[src/rtl/router_pkg.sv]
// Shared definitions for the router input-port-0 encapsulator: header field
// offsets, header-flit field positions and encapsulator FSM state codes.
// The TRAILER state code exists only when PKT_ENCAP_CHECKSUM_EN is defined.
package router_pkg;

    // 9-bit header: {TTL, pkt_num, src_router}
    localparam int HDR_W      = 9;
    localparam int TTL_MSB    = 8;
    localparam int TTL_LSB    = 7;
    localparam int PKTNUM_MSB = 6;
    localparam int PKTNUM_LSB = 2;
    localparam int SRC_MSB    = 1;
    localparam int SRC_LSB    = 0;

    // Header flit layout: header at bit 0, destination address right above it,
    // then an 8-bit payload length; the remaining upper bits are zero.
    localparam int HDR_LSB = 0;
    localparam int DST_LSB = HDR_W;
    localparam int LEN_W   = 8;

    // Encapsulator FSM states
    localparam logic [2:0] ST_IDLE    = 3'd0;
    localparam logic [2:0] ST_HEAD    = 3'd1;
    localparam logic [2:0] ST_PAYLOAD = 3'd2;
`ifdef PKT_ENCAP_CHECKSUM_EN
    localparam logic [2:0] ST_TRAILER = 3'd3;
`endif
    localparam logic [2:0] ST_DONE    = 3'd4;

endpackage

[src/rtl/pkt_xor_checksum.sv]
// Running XOR of payload words. Cleared while the encapsulator sends the
// header, so no reset is needed: the value is always re-initialised before use.
module pkt_xor_checksum #(
    parameter int WIDTH = 64
) (
    input  logic             clk,
    input  logic             clear,
    input  logic             enable,
    input  logic [WIDTH-1:0] data,
    output logic [WIDTH-1:0] accum
);

    // Accumulate every enabled word; clear takes priority.
    always_ff @(posedge clk) begin
        if (clear) begin
            accum <= '0;
        end else if (enable) begin
            accum <= accum ^ data;
        end
    end

endmodule

[src/rtl/pkt_encap.sv]
// Packet encapsulator for router input port 0. On an accepted start it writes
// one header flit followed by PAYLOAD_WORDS payload flits from the granted
// source into the port FIFO, then pulses encap_done.
// Optional build macro PKT_ENCAP_CHECKSUM_EN: appends one trailer flit holding
// the XOR of all payload words before encap_done.
module pkt_encap
    import router_pkg::*;
#(
    parameter int AURORA_DATA_WIDTH = 64,
    parameter int ADDR_WIDTH        = 10,
    parameter int PAYLOAD_WORDS     = 16
) (
    input  logic                         clk,
    input  logic                         rst,
    input  logic                         start_encap_pkt,
    input  logic [ADDR_WIDTH-1:0]        router_dst_addr_send,
    input  logic [8:0]                   header_pkt_send,
    output logic                         encap_done,
    output logic                         encap_busy,
    input  logic [AURORA_DATA_WIDTH-1:0] src_data,
    input  logic                         src_valid,
    output logic                         src_ready,
    output logic [AURORA_DATA_WIDTH-1:0] fifo_wdata,
    output logic                         fifo_we,
    input  logic                         fifo_full
);

    localparam int CNT_W   = $clog2(PAYLOAD_WORDS + 1);
    localparam int LEN_LSB = DST_LSB + ADDR_WIDTH;
    localparam logic [CNT_W-1:0] LAST_CNT = CNT_W'(PAYLOAD_WORDS - 1);

    logic [2:0]                   state;
    logic [CNT_W-1:0]             cnt;
    logic [HDR_W-1:0]             hdr_q;
    logic [ADDR_WIDTH-1:0]        dst_q;
    logic [AURORA_DATA_WIDTH-1:0] head_flit;
    logic                         pay_wr;
    logic                         last_wr;

    assign pay_wr  = (state == ST_PAYLOAD) && src_valid && !fifo_full;
    // Terminal count is checked on the write itself, so the counter never wraps.
    assign last_wr = pay_wr && (cnt == LAST_CNT);

`ifdef PKT_ENCAP_CHECKSUM_EN
    logic [AURORA_DATA_WIDTH-1:0] csum;

    pkt_xor_checksum #(
        .WIDTH (AURORA_DATA_WIDTH)
    ) u_csum (
        .clk    (clk),
        .clear  (state == ST_HEAD),
        .enable (pay_wr),
        .data   (src_data),
        .accum  (csum)
    );
`endif

    // Assemble the header flit from the fields latched at accept.
    always_comb begin
        head_flit = '0;
        head_flit[HDR_LSB+HDR_W-1:HDR_LSB] = hdr_q;
        head_flit[LEN_LSB-1:DST_LSB]       = dst_q;
        head_flit[LEN_LSB+LEN_W-1:LEN_LSB] = LEN_W'(PAYLOAD_WORDS);
    end

    // FSM, payload counter and latched header/address.
    always_ff @(posedge clk) begin
        if (rst) begin
            state <= ST_IDLE;
            cnt   <= '0;
            hdr_q <= '0;
            dst_q <= '0;
        end else begin
            case (state)
                ST_IDLE: begin
                    if (start_encap_pkt) begin
                        hdr_q <= header_pkt_send;
                        dst_q <= router_dst_addr_send;
                        cnt   <= '0;
                        state <= ST_HEAD;
                    end
                end
                ST_HEAD: begin
                    if (!fifo_full) begin
                        state <= ST_PAYLOAD;
                    end
                end
                ST_PAYLOAD: begin
                    if (pay_wr) begin
                        cnt <= cnt + 1'b1;
                    end
                    if (last_wr) begin
`ifdef PKT_ENCAP_CHECKSUM_EN
                        state <= ST_TRAILER;
`else
                        state <= ST_DONE;
`endif
                    end
                end
`ifdef PKT_ENCAP_CHECKSUM_EN
                ST_TRAILER: begin
                    if (!fifo_full) begin
                        state <= ST_DONE;
                    end
                end
`endif
                ST_DONE: begin
                    state <= ST_IDLE;
                end
                default: begin
                    state <= ST_IDLE;
                end
            endcase
        end
    end

    // FIFO write path and source handshake, decoded from state and back-pressure.
    always_comb begin
        fifo_we    = 1'b0;
        fifo_wdata = '0;
        src_ready  = 1'b0;
        case (state)
            ST_HEAD: begin
                fifo_we    = !fifo_full;
                fifo_wdata = head_flit;
            end
            ST_PAYLOAD: begin
                src_ready  = !fifo_full;
                fifo_we    = pay_wr;
                fifo_wdata = pay_wr ? src_data : '0;
            end
`ifdef PKT_ENCAP_CHECKSUM_EN
            ST_TRAILER: begin
                fifo_we    = !fifo_full;
                fifo_wdata = csum;
            end
`endif
            default: begin
                fifo_we    = 1'b0;
            end
        endcase
    end

    assign encap_done = (state == ST_DONE);
    assign encap_busy = (state != ST_IDLE);

endmodule

[config.mk]
export PLATFORM = sky130hd
export DESIGN_NAME = pkt_encap
export DESIGN_NICKNAME = d
export VERILOG_FILES = /design/src/rtl/router_pkg.sv /design/src/rtl/pkt_xor_checksum.sv /design/src/rtl/pkt_encap.sv
export SDC_FILE = /design/constraint.sdc
export NUM_CORES = 1
export LEC_CHECK = 0
export CAP_MARGIN = 15
export CORE_ASPECT_RATIO = 1.25
export CORE_MARGIN = 2
export CORE_UTILIZATION = 32
export CTS_BUF_LIST = sky130_fd_sc_hd__clkbuf_4 sky130_fd_sc_hd__clkbuf_8
export CTS_CLUSTER_DIAMETER = 60
export DETAILED_ROUTE_END_ITERATION = 16
export PLACE_DENSITY = 0.84
export SETUP_SLACK_MARGIN = 0.15
export SLEW_MARGIN = 20
export SYNTH_ARGS = -nofsm -noshare
export SYNTH_HDL_FRONTEND = slang
export SYNTH_SLANG_ARGS = --single-unit
[constraint.sdc]
create_clock -name clk -period 1.85 [get_ports clk]
set_input_delay 0.4625 -clock clk [delete_from_list [all_inputs] [get_ports clk]]
set_output_delay 0.4625 -clock clk [all_outputs]
set_load 0.05 [all_outputs]
==> results.md, run 1 <==
* Mean Syn Cell Area at 7.71 um2
* #FFs+latches synth at 27
* FFs w/ async S/R, synth at 0
* Cell row count at 29
* Top Ports at 156
* CTS sink cnt at 27
* Main flop type after synthesis: dfxtp_1
* Cell variety after synth at 35
* Halt Stage: clock tree synthesis (4_1_cts)
* CTS Root Cell: clkbuf_8
* Starting Density at 0.332
* Post-cts sizing count at 46
* Post-Place Setup Slack at -0.448 ns
* Cell Area, Synth at 1690 um2
* # port buffers at 155
* Number of synthesized flops with an enable pin at 0
* # H-tree levels at 1
* Placer Congestion at 0.756
* Max Buffers Root-to-Sink at 2
* Die Wd at 69.0 um
* Setup bufs post-CTS at 16
* CTS Buf Count at 3
* Yosys Warn Count at 0
* Syn nets at 309
* Die span in y at 85.2 um
* Outcome: aborted with a tool error
* Seq/Total Area, Yosys at 0.320
* Err: [ERROR DPL-0033] detailed placement checks failed during check placement.
* Hold Buf Count CTS at 0
* Post-DP HPWL at 6.52 mm
* Gate Count Post-Synth at 219
-- synth_stat cells, types with 3 or more instances --
master,count,area [um2]
and3_1,45,282
nand2_1,40,150
clkbuf_1,13,48.8
a22o_1,19,166
a21oi_1,22,110
nand2b_1,3,18.8
nand3b_1,3,22.5
buf_2,5,25.0
nor2_1,6,22.5
dfxtp_1,27,541
buf_6,3,33.8
-- logic make-up after synthesis --
kind of cell    synth area share
fa+ha+maj                 0.0148
compound gates             0.197
buf+inv                   0.0793
simple gates               0.376
mux                       0.0126
flops                      0.320
-- per-stage QoR --
step	instance area (um2)	setup TNS, ns	cells	hold WS, ns
2_1_floorplan	2060	-0.0791	219	0.436
3_3_place_gp	4410	-23.75	431	0.448
3_5_place_dp	4410	-25.72	431	0.450
==> inputs of run 2 (changes only) <==
==> config.mk (replaced) <==
export PLATFORM = sky130hd
export DESIGN_NAME = pkt_encap
export DESIGN_NICKNAME = d
export VERILOG_FILES = /design/src/rtl/router_pkg.sv /design/src/rtl/pkt_xor_checksum.sv /design/src/rtl/pkt_encap.sv
export SDC_FILE = /design/constraint.sdc
export NUM_CORES = 1
export LEC_CHECK = 0
export CAP_MARGIN = 15
export CORE_MARGIN = 2
export CORE_UTILIZATION = 31
export DETAILED_ROUTE_END_ITERATION = 16
export PLACE_DENSITY_LB_ADDON = 0.15
export SLEW_MARGIN = 20
export SYNTH_ARGS = -nofsm -noshare
export SYNTH_HDL_FRONTEND = slang
export SYNTH_SLANG_ARGS = --single-unit
==> run 2 against run 1 <==
  * The flow now finishes, with violations (negative setup slack)
  * Synthesized cell count unchanged
  * Area after synthesis unchanged
==> results.md, run 2 <==
* Wire per inst at 19.7 um
* Starting Density at 0.326 (-0.00595)
* Most frequent cell after synthesis: and3_1
* Arrival @ worst endpoint at 1.68 ns
* Max Buffers Root-to-Sink at 2 (unchanged)
* Critical path's largest stage delay at 0.38 ns
* Main flop type after synthesis: dfxtp_1
* PD cells at 381 nW/um2
* Seq/Total Area, Yosys at 0.320 (unchanged)
* FF-to-FF setup slack at 0.10 ns
* Critical Path RT at 1.39 ns
* Initial drt markers at 135
* WHS at 0.463 ns
* Buf+Inv Stages, Crit Path at 3
* Area share of xor/xnor cells in the synthesized design at 0 (unchanged)
* Final Net Count at 477
* Fin. max-slew vios at 0
* Largest net degree at the start of global routing at 30
* Fin cells at 456
* Largest vdd supply drop at 495 uV
* Top Ports at 156 (unchanged)
* #FFs+latches synth at 27 (unchanged)
* Layout cells sized above 1 at 0.446
* Hold Startpoint: hdr_q[2]
* Residual DRC at 0
* # H-tree levels at 1 (unchanged)
* Worst hold path endpoint: hdr_q[2]
* CTS tree: yes
* RSZ-0062 raised after global routing: yes
* Min-delay worst type: reg -> reg
* Slew HR at 0.814
* Global route overflow at 0
* Worst reg2reg path depth at 7
* Worst r2r src: state[1]
* Vias per Instance at 5.25
* Number of synthesized flops with an enable pin at 0 (unchanged)
* Adder-Cell Fraction of Synth Area at 0.0148 (unchanged)
* Vias at 2395
* CTS sink cnt at 27 (unchanged)
* Die span in y at 77.8 um (-8.7%)
* Area grow syn2layout at 170%
* Post-DP HPWL at 5.76 mm (-12%)
* Syn nets at 309 (unchanged)
* # port buffers at 155 (unchanged)
* FFs w/ async S/R, synth at 0 (unchanged)
* CTS Buf Count at 3 (unchanged)
* Mean Syn Cell Area at 7.71 um2 (unchanged)
* CP max FO at 19
* Clock slew at reported path FFs at 0.10 ns
* Gate Count Post-Synth at 219 (unchanged)
* Worst skew pair latency at 0.28 ns
* ANT nets after route at 0
* Dpl cells at 442 (+2.6%)
* Die Wd at 77.8 um (+13%)
* Cell variety after synth at 35 (unchanged)
* Simple-gate share of the synthesized area at 0.376 (unchanged)
* Yosys top cell area share at 0.320 (unchanged)
* Initial antenna violation count at 0
* Outcome: finished with violations
* Max FFs per register at 10
* Ant diodes at 0
* Most common cell after layout, fill and taps aside: clkdlybuf4s50_1
* Cell Area, Synth at 1690 um2 (unchanged)
* Crit end category: primary output
* Clock skew at 0.00842 ns
* Global-route wire length before repair at 12.5 mm
* Placer Congestion at 0.831 (+9.9%)
* Crit-path cells: buf_4 > nor3b_2 > buf_6 > a22o_2 > buf_12
* CP delay by family, top: buffers and inverters
* Max-cap viol count at 0
* Biggest register: dst_q
* Fmax at 467 MHz
* Yosys Warn Count at 0 (unchanged)
* Compound-Gate Fraction of Synth Area at 0.197 (unchanged)
* Largest family of logic cells by synthesized area: simple AND/OR/NAND/NOR gates
* Violated checks: negative setup slack
* WL final at 8.98 mm
* Final WS setup at -0.292 ns
* Die ar. at 6050 um2
* Worst Tran Pin Value at 0.277 ns
* Total Power at 1.74 mW
* CTS Root Cell: clkbuf_8
* Cell row count at 26 (-10%)
* Leak pwr at 1.93 nW
* Vias in the first global route at 2470
* Class of the most critical setup path: reg -> out
* Most frequent cells in the layout: clkdlybuf4s50_1 (85), buf_12 (73), nand2_1 (40)
* Pre-antenna DRT Iters at 4
* Commonest cells in the netlist: and3_1 (45), nand2_1 (40), dfxtp_1 (27), a21oi_1 (22), a22o_1 (19)
* Multiplexer share of the synthesized area at 0.0126 (unchanged)
* Tmin final at 2.14 ns
* Cell taking the most area after synthesis: dfxtp_1
* Core area at 5170 um2
* R2R Path End: dst_q[9]
* Final period util at 1.16
* Final Hold Fails at 0
* CP startpoint kind: flip-flop
* Cell count of the worst hold path at 2
* Slowest cell on crit path: dfxtp_4
* Top cells by area, synth: dfxtp_1 (32%), and3_1 (17%), a22o_1 (9.9%), nand2_1 (8.9%), a21oi_1 (6.5%)
* Biggest regs: dst_q x10, hdr_q x9, cnt x5
* # setup viols final at 68
* Total track usage at 0.259
-- run 2: cell counts after synthesis --
Identical to the previous run, type by type.
-- run 2: per-layer routing --
metal | global-route usage | vias up | wire length [um]
met5 | 0 | - | 0
met4 | 0.0411 | 0 | 104
met3 | 0.0512 | 10 | 489
met2 | 0.520 | 105 | 5150
met1 | 0.278 | 1164 | 3240
li1 | - | 1116 | -
-- run 2: worst max path at each step --
stage,from,end,slack [ns],depth (start not counted)
CTS,state[2],fifo_wdata[24],-0.23,5
global placement,fifo_full,fifo_wdata[3],-0.43,6
global route,state[2],fifo_wdata[10],-0.35,5
finish,state[2],fifo_wdata[11],-0.29,5
detailed placement,src_valid,fifo_wdata[5],-0.50,6
floorplan,state[1],fifo_we,-0.1,4
-- run 2: worst reg2reg max path: stages, from the launching register on --
cell and delay (ns):
dfxtp_4 0.37, buf_4 0.13, buf_8 0.12, buf_4 0.14, nor4b_4 0.33, buf_4 0.29, nand2_1 0.14, a21oi_1 0.16
-- run 2: repair_timing --
item,in CTS,in global routing
hold buffers,0,0
pin swaps,2,3
setup buffers,2,5
endpoints found under the setup margin,67,67
gates resized for setup,35,12
cloned,2,1
-- run 2: where the power goes --
group          switching [mW]  internal, mW  total [mW]
clock network           0.196         0.153       0.349
registers              0.0272         0.611       0.639
logic                   0.335         0.413       0.749
total                   0.558          1.18        1.74
-- run 2: kinds of logic (layout without fill, tap and decap cells) --
family          count (synthesis)  count (layout)
fa+ha+maj                       2               2
simple gates                  113             113
buf+inv                        26             193
mux                             2               2
flops                          27              27
compound gates                 49              49
-- run 2: layout make-up --
type                            count  area, um2
Clock buffer                        3       41.3
Clock inverter                      1       7.51
Fill cell                         207        612
Inverter                            2       7.51
Multi-Input combinational cell    166       1240
Sequential cell                    27        552
Tap cell                           70       87.6
Timing Repair Buffer              187       2620
-- run 2: stage by stage --
stage	setup TNS [ns]	area, um2	worst slack [ns]	utilization
6_report	-14.57	4560	-0.292	0.882
4_1_cts	-11.68	4440	-0.234	0.859
2_1_floorplan	-1.24	1770	-0.0986	-
3_3_place_gp	-25.19	4190	-0.431	0.810
5_1_grt	-19.45	4560	-0.347	0.882
3_5_place_dp	-30.29	4190	-0.495	0.810
Power figures use the tool's default switching activity.
==> inputs of run 3 (changes only) <==
--- a/config.mk
+++ b/config.mk
@@ -5,9 +5,10 @@
 export SDC_FILE = /design/constraint.sdc
 export NUM_CORES = 1
 export LEC_CHECK = 0
+export ABC_AREA = 1
 export CAP_MARGIN = 15
 export CORE_MARGIN = 2
-export CORE_UTILIZATION = 31
+export CORE_UTILIZATION = 32
 export DETAILED_ROUTE_END_ITERATION = 16
 export PLACE_DENSITY_LB_ADDON = 0.15
 export SLEW_MARGIN = 20
==> run 3 against run 2 <==
  * The run still ends with negative setup slack left
  * Global-route usage rose by 1.9 points
  * Clock skew fell by 0.0017 ns
  * Die area rose by 1.8%
  * Final cell count rose by 16%
  * Combinational power rose by 7.5%
  * Routed wire length rose by 7.8%
  * Worst hold slack improved by 0.020 ns
  * Critical path depth rose by 2
  * Total power rose by 3.4%
  * Largest cell class unchanged
==> results.md, run 3 <==
* Die ar. at 6160 um2 (+1.8%)
* Final period util at 1.11 (-0.0469)
* CTS sink cnt at 27 (unchanged)
* #FFs+latches synth at 27 (unchanged)
* Biggest regs: dst_q x10, hdr_q x9, cnt x5
* Area grow syn2layout at 162%
* Core area at 5440 um2 (+5.2%)
* Total track usage at 0.278 (+0.0187)
* Main flop type after synthesis: dfxtp_1
* Critical Path RT at 1.39 ns (about the same)
* Max-cap viol count at 0 (unchanged)
* CTS Buf Count at 3 (unchanged)
* Arrival @ worst endpoint at 1.59 ns (-0.09 ns)
* Global route overflow at 0 (unchanged)
* Post-DP HPWL at 5.97 mm (+3.7%)
* Top cells by area, synth: dfxtp_1 (30%), inv_1 (15%), o21ai_0 (11%), nor2_1 (9.5%), nand3_1 (6.8%)
* Total negative slack at -9.10 ns (+5.47 ns)
* # H-tree levels at 1 (unchanged)
* Seq/Total Area, Yosys at 0.304 (-0.0158)
* Outcome: finished with violations
* Total Power at 1.80 mW (+3.4%)
* Cell count of the worst hold path at 3 (+1)
* Starting Density at 0.326 (about the same)
* Final Hold Fails at 0 (unchanged)
* Tmin final at 2.06 ns (-0.0867 ns)
* CP max FO at 17 (-2)
* Cell taking the most area after synthesis: dfxtp_1
* Hold Buf Count CTS at 0 (unchanged)
* ANT nets after route at 0 (unchanged)
* Worst Tran Pin Value at 0.655 ns (+0.377 ns)
* Most frequent cell after synthesis: inv_1
* Largest vdd supply drop at 653 uV (+32%)
* Cell variety after synth at 24 (-31%)
* Most frequent cells in the layout: clkdlybuf4s50_1 (85), inv_1 (72), buf_12 (71)
* Initial drt markers at 104 (-23%)
* Pre-antenna DRT Iters at 4 (unchanged)
* Residual DRC at 0 (unchanged)
* Vias per Instance at 4.92 (-6.4%)
* Fin. max-slew vios at 0 (unchanged)
* Most common cell after layout, fill and taps aside: clkdlybuf4s50_1
* Commonest cells in the netlist: inv_1 (73), nor2_1 (45), o21ai_0 (38), dfxtp_1 (27), nand3_1 (24)
* CP startpoint kind: flip-flop
* Mean Syn Cell Area at 6.10 um2 (-21%)
* WL final at 9.68 mm (+7.8%)
* Max FFs per register at 10 (unchanged)
* Initial antenna violation count at 2 (+2)
* Final core area utilization at 0.855 (-0.0266)
* Largest net degree at the start of global routing at 26 (-13%)
* Clock skew at 0.00676 ns (-0.00166 ns)
* CTS Root Cell: clkbuf_8
* # setup viols final at 67 (-1.5%)
* Slew HR at 0.563 (-0.251)
* Die Wd at 78.5 um (+0.89%)
* FFs w/ async S/R, synth at 0 (unchanged)
* Class of the most critical setup path: reg -> out
* Violated checks: negative setup slack
* Filler instances at 259 (+25%)
* Placer Congestion at 0.789 (-5.1%)
* Final WS setup at -0.206 ns (+0.0867 ns)
* Fmax at 486 MHz (+4.2%)
* Clock slew at reported path FFs at 0.09 ns (about the same)
* Global-route wire length before repair at 13.2 mm (+5.7%)
* Leak pwr at 1.95 nW (+0.74%)
* Syn nets at 381 (+23%)
* Min-delay worst type: in -> reg
* RSZ-0062 raised after global routing: yes
* CTS tree: yes
* Gate Count Post-Synth at 291 (+33%)
* Layout cells sized above 1 at 0.386 (-0.0593)
* Fin cells at 527 (+16%)
* Final Net Count at 544 (+14%)
* WHS at 0.483 ns (+0.0205 ns)
* Wire per inst at 18.4 um (-6.7%)
* Yosys Warn Count at 0 (unchanged)
* Biggest register: dst_q
* PD cells at 386 nW/um2 (+1.4%)
* Dpl cells at 515 (+17%)
* Top Ports at 156 (unchanged)
* Worst reg2reg path depth at 8 (+1)
* Vias at 2591 (+8.2%)
* Crit end category: primary output
* # port buffers at 155 (unchanged)
* Die span in y at 78.5 um (+0.89%)
* Cell Area, Synth at 1780 um2 (+5.2%)
* Worst skew pair latency at 0.28 ns (about the same)
* Yosys top cell area share at 0.304 (-0.0158)
* Vias in the first global route at 2565 (+3.8%)
* Cell row count at 27 (+3.8%)
* Max Buffers Root-to-Sink at 2 (unchanged)
* Number of synthesized flops with an enable pin at 0 (unchanged)
==> run 3: cell types whose count changed in the layout (fill, tap and decap cells not counted), sizes merged, moves of 12 or more <==
cell	before	now
a22o	19	0
and3	45	0
inv	2	74
o21ai	2	39
nand2	40	20
nand3	2	25
nor2	6	57
buf	99	87
==> run 3: worst max-delay path: stages (launching register included) <==
cell and delay, ns:
dfxtp_2 0.34, inv_2 0.08, nand3_4 0.08, nor2_4 0.14
nand2_4 0.13, buf_12 0.20, nor2_2 0.17, buf_12 0.16
==> run 3: power breakdown <==
group | switching (mW) | internal [mW] | total [mW]
clock network | 0.185 | 0.151 | 0.337
registers | 0.0217 | 0.632 | 0.654
logic | 0.418 | 0.388 | 0.805
==> run 3: layout make-up <==
cell class	count	area, um2	area share
flip-flops and latches	27	544	0.117
well taps	72	90.1	0.0194
clock buffers	3	41.3	0.00888
inverters	74	278	0.0597
repair buffers	174	2460	0.529
multi-input cells	174	1230	0.264
clock inverters	1	5.00	0.00108
diodes	2	5.00	0.00108
==> run 3: worst paths after layout <==
| check | startpoint | end | slack, ns |
|---|---|---|---|
| worst min-delay path | fifo_full | state[0] | 0.48 |
| worst max-delay path | state[2] | fifo_wdata[54] | -0.21 |
| worst min register to register | dst_q[5] | dst_q[5] | 0.48 |
| worst max register to register | cnt[0] | cnt[4] | 0.27 |
==> run 3: cell families after synthesis <==
group                      after synthesis  share of synthesized area
and+or+nand+nor                        107                      0.276
DFF                                     27                      0.304
xor gates and xnor gates                 1                    0.00493
buffers and inverters                   90                      0.217
adders and majority gates                2                     0.0141
AOI/OAI and AO/OA                       64                      0.183
==> run 3: layer usage <==
| layer | global-route usage | vias to the layer above | wire, um |
|---|---|---|---|
| met5 | 0 | - | 0 |
| met4 | 0.105 | 0 | 503 |
| met3 | 0.0747 | 36 | 752 |
| met2 | 0.537 | 137 | 5180 |
| met1 | 0.281 | 1209 | 3240 |
| li1 | - | 1209 | - |
==> run 3: through the flow <==
step / setup slack [ns] / cell area [um2]
6_report: -0.206 / 4650
5_1_grt: -0.262 / 4650
4_1_cts: -0.153 / 4570
3_5_place_dp: -0.433 / 4200
3_3_place_gp: -0.393 / 4200
2_1_floorplan: -0.177 / 1840
==> run 3: what timing repair did <==
| action | CTS | global route |
|---|---|---|
| endpoints found under the setup margin | 66 | 66 |
| gates resized for setup | 80 | 17 |
| pin swaps | 1 | 2 |
| gates cloned | 1 | 0 |
| setup buffers | 4 | 2 |
